$ cat config.mk
export PLATFORM = sky130hd
export DESIGN_NAME = output_packer
export DESIGN_NICKNAME = d
export VERILOG_FILES = /design/src/rtl/output_packer.sv
export SDC_FILE = /design/constraint.sdc
export NUM_CORES = 1
export LEC_CHECK = 0
export CORE_MARGIN = 2
export CORE_UTILIZATION = 52
export DETAILED_ROUTE_END_ITERATION = 10
export PLACE_DENSITY_LB_ADDON = 0.1
export SLEW_MARGIN = 20
export SYNTH_ARGS = -nofsm -noshare
export SYNTH_HDL_FRONTEND = slang
export SYNTH_SLANG_ARGS = --single-unit
$ cat constraint.sdc
create_clock -name clk -period 18.6 [get_ports clk]
set_input_delay 2.79 -clock clk [delete_from_list [all_inputs] [get_ports clk]]
set_output_delay 2.79 -clock clk [all_outputs]
set_load 0.02 [all_outputs]
$ cat src/rtl/output_packer.sv
// Output packer: queues 3-lane result beats from the convolution controller and
// serializes them into single-channel valid/ready transfers toward the host.
module output_packer #(
  parameter int unsigned FEATURE_MAP_WIDTH  = 1024,
  parameter int unsigned FEATURE_MAP_HEIGHT = 1024,
  parameter int unsigned OUTPUT_NB_CHANNELS = 64,
  parameter int unsigned DATA_WIDTH         = 32,
  parameter int unsigned DEPTH              = 4
) (
  input  logic                  clk,
  input  logic                  rst_in,
  input  logic                  in_valid,
  input  logic [31:0]           in_x,
  input  logic [31:0]           in_y,
  input  logic [31:0]           in_ch,
  input  logic [DATA_WIDTH-1:0] in_data0,
  input  logic [DATA_WIDTH-1:0] in_data1,
  input  logic [DATA_WIDTH-1:0] in_data2,
  output logic                  out_valid,
  input  logic                  out_ready,
  output logic [31:0]           out_x,
  output logic [31:0]           out_y,
  output logic [31:0]           out_ch,
  output logic [DATA_WIDTH-1:0] out_data,
  output logic                  out_last,
  output logic                  overflow,
  output logic                  layer_done
);

  localparam int unsigned PTR_W = $clog2(DEPTH);
  localparam int unsigned CNT_W = $clog2(DEPTH + 1);
  localparam logic [31:0] LAST_IDX =
    32'(FEATURE_MAP_WIDTH * FEATURE_MAP_HEIGHT * OUTPUT_NB_CHANNELS - 1);

  typedef enum logic {EMPTY = 1'b0, SEND = 1'b1} state_t;

  typedef struct packed {
    logic [31:0]           x;
    logic [31:0]           y;
    logic [31:0]           ch;
    logic [DATA_WIDTH-1:0] data0;
    logic [DATA_WIDTH-1:0] data1;
    logic [DATA_WIDTH-1:0] data2;
    logic [2:0]            mask;
  } entry_t;

  state_t                state_q, state_d;
  entry_t                mem [DEPTH];
  entry_t                in_entry, head, head_d;
  logic [PTR_W-1:0]      rd_q, wr_q, rd_d, wr_d;
  logic [CNT_W-1:0]      count_q, count_d, count_after_pop;
  logic [1:0]            lane_q, lane_d, adv_lane;
  logic [2:0]            in_mask;
  logic [31:0]           xfer_q, xfer_d;
  logic [31:0]           x_d, y_d, ch_d;
  logic [DATA_WIDTH-1:0] data_d;
  logic                  adv_found, handshake, pop, push, drop, beat_live;
  logic                  last_d, done_d, overflow_d;

  function automatic logic [1:0] first_lane(input logic [2:0] mask);
    if (mask[0]) return 2'd0;
    if (mask[1]) return 2'd1;
    return 2'd2;
  endfunction

  // Lane k of a beat is live only if its channel exists in this layer.
  always_comb begin
    in_mask = '0;
    for (int k = 0; k < 3; k++) begin
      in_mask[k] = ({1'b0, in_ch} + 33'(k)) < 33'(OUTPUT_NB_CHANNELS);
    end
    in_entry.x     = in_x;
    in_entry.y     = in_y;
    in_entry.ch    = in_ch;
    in_entry.data0 = in_data0;
    in_entry.data1 = in_data1;
    in_entry.data2 = in_data2;
    in_entry.mask  = in_mask;
  end

  // Lane walk on the head entry and FIFO push/pop bookkeeping.
  always_comb begin
    head      = mem[rd_q];
    handshake = (state_q == SEND) && out_ready;
    adv_found = 1'b0;
    adv_lane  = lane_q;
    if (lane_q == 2'd0 && head.mask[1]) begin
      adv_found = 1'b1;
      adv_lane  = 2'd1;
    end else if (lane_q != 2'd2 && head.mask[2]) begin
      adv_found = 1'b1;
      adv_lane  = 2'd2;
    end
    pop             = handshake && !adv_found;
    beat_live       = in_valid && (in_mask != 3'b000);
    push            = beat_live && ((count_q < CNT_W'(DEPTH)) || pop);
    drop            = beat_live && !push;
    count_after_pop = count_q - CNT_W'(pop);
    count_d         = count_after_pop + CNT_W'(push);
    rd_d            = rd_q + PTR_W'(pop);
    wr_d            = wr_q + PTR_W'(push);
    // A beat landing in an otherwise empty FIFO becomes the head directly.
    head_d          = (push && count_after_pop == '0) ? in_entry : mem[rd_d];
  end

  // Next state, lane pointer, transfer counter and next registered outputs.
  always_comb begin
    state_d    = state_q;
    lane_d     = lane_q;
    xfer_d     = xfer_q;
    x_d        = out_x;
    y_d        = out_y;
    ch_d       = out_ch;
    data_d     = out_data;
    overflow_d = overflow | drop;
    done_d     = handshake && out_last;

    case (state_q)
      EMPTY: begin
        if (push) begin
          state_d = SEND;
          lane_d  = first_lane(head_d.mask);
        end
      end
      SEND: begin
        if (handshake) begin
          if (adv_found) begin
            lane_d = adv_lane;
          end else if (count_d == '0) begin
            state_d = EMPTY;
            lane_d  = 2'd0;
          end else begin
            lane_d = first_lane(head_d.mask);
          end
        end
      end
      default: state_d = EMPTY;
    endcase

    if (handshake) begin
      xfer_d = (xfer_q == LAST_IDX) ? '0 : xfer_q + 32'd1;
    end

    if (state_d == SEND) begin
      x_d  = head_d.x;
      y_d  = head_d.y;
      ch_d = head_d.ch + 32'(lane_d);
      case (lane_d)
        2'd0:    data_d = head_d.data0;
        2'd1:    data_d = head_d.data1;
        default: data_d = head_d.data2;
      endcase
    end
    last_d = (state_d == SEND) && (xfer_d == LAST_IDX);
  end

  assign out_valid = (state_q == SEND);

  always_ff @(posedge clk) begin
    if (push) begin
      mem[wr_q] <= in_entry;
    end
  end

  always_ff @(posedge clk) begin
    if (rst_in) begin
      state_q    <= EMPTY;
      rd_q       <= '0;
      wr_q       <= '0;
      count_q    <= '0;
      lane_q     <= '0;
      xfer_q     <= '0;
      out_x      <= '0;
      out_y      <= '0;
      out_ch     <= '0;
      out_data   <= '0;
      out_last   <= 1'b0;
      overflow   <= 1'b0;
      layer_done <= 1'b0;
    end else begin
      state_q    <= state_d;
      rd_q       <= rd_d;
      wr_q       <= wr_d;
      count_q    <= count_d;
      lane_q     <= lane_d;
      xfer_q     <= xfer_d;
      out_x      <= x_d;
      out_y      <= y_d;
      out_ch     <= ch_d;
      out_data   <= data_d;
      out_last   <= last_d;
      overflow   <= overflow_d;
      layer_done <= done_d;
    end
  end

endmodule

==> metrics.csv <==
metric,value,unit
CTS Root Cell,clkbuf_16,
LEAKAGE,14.5,nW
critical path's most frequent cell,ha_1,
share of layout cells above drive strength 1,15.9,%
row cnt,99,
Synth area leader,edfxtp_1,
Non-Filler Instances,3691,
Combinational Power Share,2.1,%
Flop pwr share,52.9,%
Clock Path Buffers,3,
Internal,3.49,mW
syn nets,2521,
GPL Wtd Cong,0.848,
Critical Path End Type,flop,
First-pass DRT Iterations,5,
pwr dens,94.8,nW/um^2
"Reg clk slew, reported paths",0.06,ns
WL final,89.8,mm
"Hold Vio Cnt, Final",0,
switching share of total power,19.8,%
IO Port Bufs,327,
Synth top cells by count,"edfxtp_1 (780), mux4_2 (226), nand2_1 (218)",
Slew HR,21.7,%
P_sw,0.863,mW
fraction of registers with async set/reset,0,%
area grow syn2layout,19.6,%
cells on worst reg2reg path,17,
Max Freq,0.132,GHz
Hold WC Path Type,flop to flop,
Die Y-Extent,276,um
Yosys warning total,0,
Global Route Usage Sum,23.8,%
synthesized instance count,2315,
CTS tree,built,
sequential area share after synthesis,70.0,%
crit path max fanout,12,
Total Die Area,76000,um^2
antenna-violating nets left,0,
Syn Area/Cell,16.6,um^2
fin. max-slew vios,0,
top area cells in the synthesized netlist,"edfxtp_1 (61%), mux4_2 (13%), dfxtp_1 (9.0%)",
Clock Power Share,45.0,%
crit path DAT,8.12,ns
largest net degree at the start of global routing,181,
Worst path max stage delay,0.68,ns
fin area,45900,um^2
VDD IR max,0.0918,mV
maxcap violations,0,
placed cell areas,42600,um^2
post-CTS sizing,0,
initial antenna violation count,25,
share of the synthesized area in the top cell type,61.0,%
Final HPWL DP,51.9,mm
number of CTS-inserted buffers,97,
Tightest Pin Transition,1.17,ns
IO Count,328,
# placed instances,3496,
Worst Skew,0.0225,ns
vias in the first global route,22400,
CTS H-Tree Depth,3,
fin util,62.9,%
Sink Count,953,
wire length per cell,24.3,um
Post-synth EDFFs,780,
Hold Crit Depth,2,
Setup Buffers After CTS,0,
Synth Flop Type,edfxtp_1,
hold buffers post-CTS,0,
DRC viols,0,
synthesized cell area,38400,um^2
Vias,22200,
period utilisation layout,40.7,%
#FFs+latches synth,953,
effective utilization at floorplan,52.6,%
worst-path cell chain,clkdlybuf4s50_1 -> nor4_2 -> nand4_1 -> nor3_2 -> and3_1 -> ha_1 -> ha_1 -> xnor3_1 -> nand2_1 -> nor2_1 -> o31ai_1 -> o221ai_4 -> inv_1 -> ha_1 -> fa_1 -> nand4_1 -> nor3_1 -> xnor2_1 -> a22o_1,
status,completed,
Final nets,2842,
final setup fails,0,
critical path type,input port to flop,
setup_tns,0,ns
worst skew pair latency,0.66,ns
Core Footprint,73000,um^2
"Slowest-stage cell, CP",clkdlybuf4s50_1,
initial drt markers,1940,
Critical Path Start Type,input port,
clock period minus worst slack,7.57,ns
Die Width,276,um
GRT overflow,0,
library cells used by synthesis,74,
"count leader, synth",edfxtp_1,
RSZ-0062 raised after global routing,no,
first-pass GRT wire length,136,mm
WP data required,19.15,ns
via/cell ratio,6.01,
PnR Total Power,4.35,mW
## logic make-up (layout without fill, tap and decap cells)
kind of cell / Yosys count / in the layout / share of synthesized area, %
DFF: 953 / 953 / 70.0
and+or+nand+nor: 620 / 620 / 7.44
other: 0 / 11 / 0
AOI/OAI and AO/OA: 235 / 235 / 4.23
xor gates and xnor gates: 72 / 72 / 1.70
adders and majority gates: 10 / 10 / 0.346
buffers and inverters: 154 / 560 / 1.74
muxes: 271 / 271 / 14.5
## layout by cell type, fill, tap and decap left out, types with 7 or more instances in the layout
cell type / synthesis / layout
a21oi_1: 52 / 52
o21ai_0: 54 / 54
clkbuf_1: 81 / 26
clkinv_2: 0 / 17
and4_1: 7 / 7
nor4_1: 11 / 10
clkdlybuf4s50_1: 0 / 326
a31oi_1: 12 / 11
nor3_1: 61 / 61
nand3_1: 41 / 41
bufinv_16: 0 / 9
mux2i_1: 38 / 38
xor2_1: 25 / 25
a311oi_1: 65 / 65
buf_4: 5 / 26
and3_1: 11 / 9
nand4_1: 26 / 26
ha_1: 9 / 8
or3_1: 7 / 7
clkinv_1: 0 / 13
inv_1: 19 / 19
nor2_1: 187 / 186
nor2b_1: 9 / 9
mux4_2: 226 / 226
clkbuf_8: 0 / 12
clkbuf_16: 0 / 97
edfxtp_1: 780 / 780
xnor2_1: 45 / 45
diode_2: 0 / 11
dfxtp_1: 173 / 173
and2_1: 9 / 9
nand2_1: 218 / 218
## flip-flops by register name, summed over array words and instances, names as in the netlist, 3 cells and up
register	count
count_q	3
out_x	32
out_y	32
out_data	32
xfer_q	32
out_ch	32
mem	780
## per-stage QoR
step                      hold WS (ns)  setup WS [ns]
after floorplan                  0.477           5.67
after global placement           0.449          10.43
after detailed placement         0.465          10.36
after CTS                        0.473          11.04
after global routing             0.492          10.66
final                            0.468          11.03
## layer usage
| metal | part of all wire [%] | up-vias | GRT usage (%) |
|---|---|---|---|
| li1 | - | 9813 | - |
| met1 | 42 | 11400 | 32.8 |
| met2 | 48 | 767 | 38.1 |
| met3 | 7.3 | 155 | 5.38 |
| met4 | 2.3 | 30 | 7.14 |
| met5 | 0.21 | - | 0 |
## power by group through the flow
stage	sequential (mW)	combinational (mW)	clock, mW
floorplan	2.35	0.0136	0
global placement	2.35	0.0874	0
detailed placement	2.35	0.0911	0
CTS	2.30	0.0916	2.00
global route	2.30	0.0981	2.07
finish	2.30	0.0918	1.96
## worst max-delay path: cells and delay by family
family,cells,cell delay (ns)
XOR/XNOR,2,0.32
adder cells (fa/ha/maj),4,0.87
AO/OA/AOI/OAI,3,0.78
AND/OR/NAND/NOR,8,2.57
buffers and inverters,2,0.77
## path summary, 6_finish.rpt
kind / startpoint / to / slack (ns)
setup / recovery: in_ch[12] / out_ch[30] / 11.03
hold / removal: out_ch[9] / out_ch[9] / 0.47
setup reg to reg: rd_q[0] / out_ch[30] / 12.67
hold reg to reg: out_ch[9] / out_ch[9] / 0.47
## layout make-up
cell class              instances  area (um^2)
inverters                      19         71.3
flip-flops and latches        953        26900
clock buffers                 135         2690
well taps                     959         1200
diodes                         11         27.5
fillers                      5267        27100
repair buffers                357         3550
clock inverters                49          549
multi-input cells            1208        10900
No activity file was read; power rests on OpenSTA's default activity.
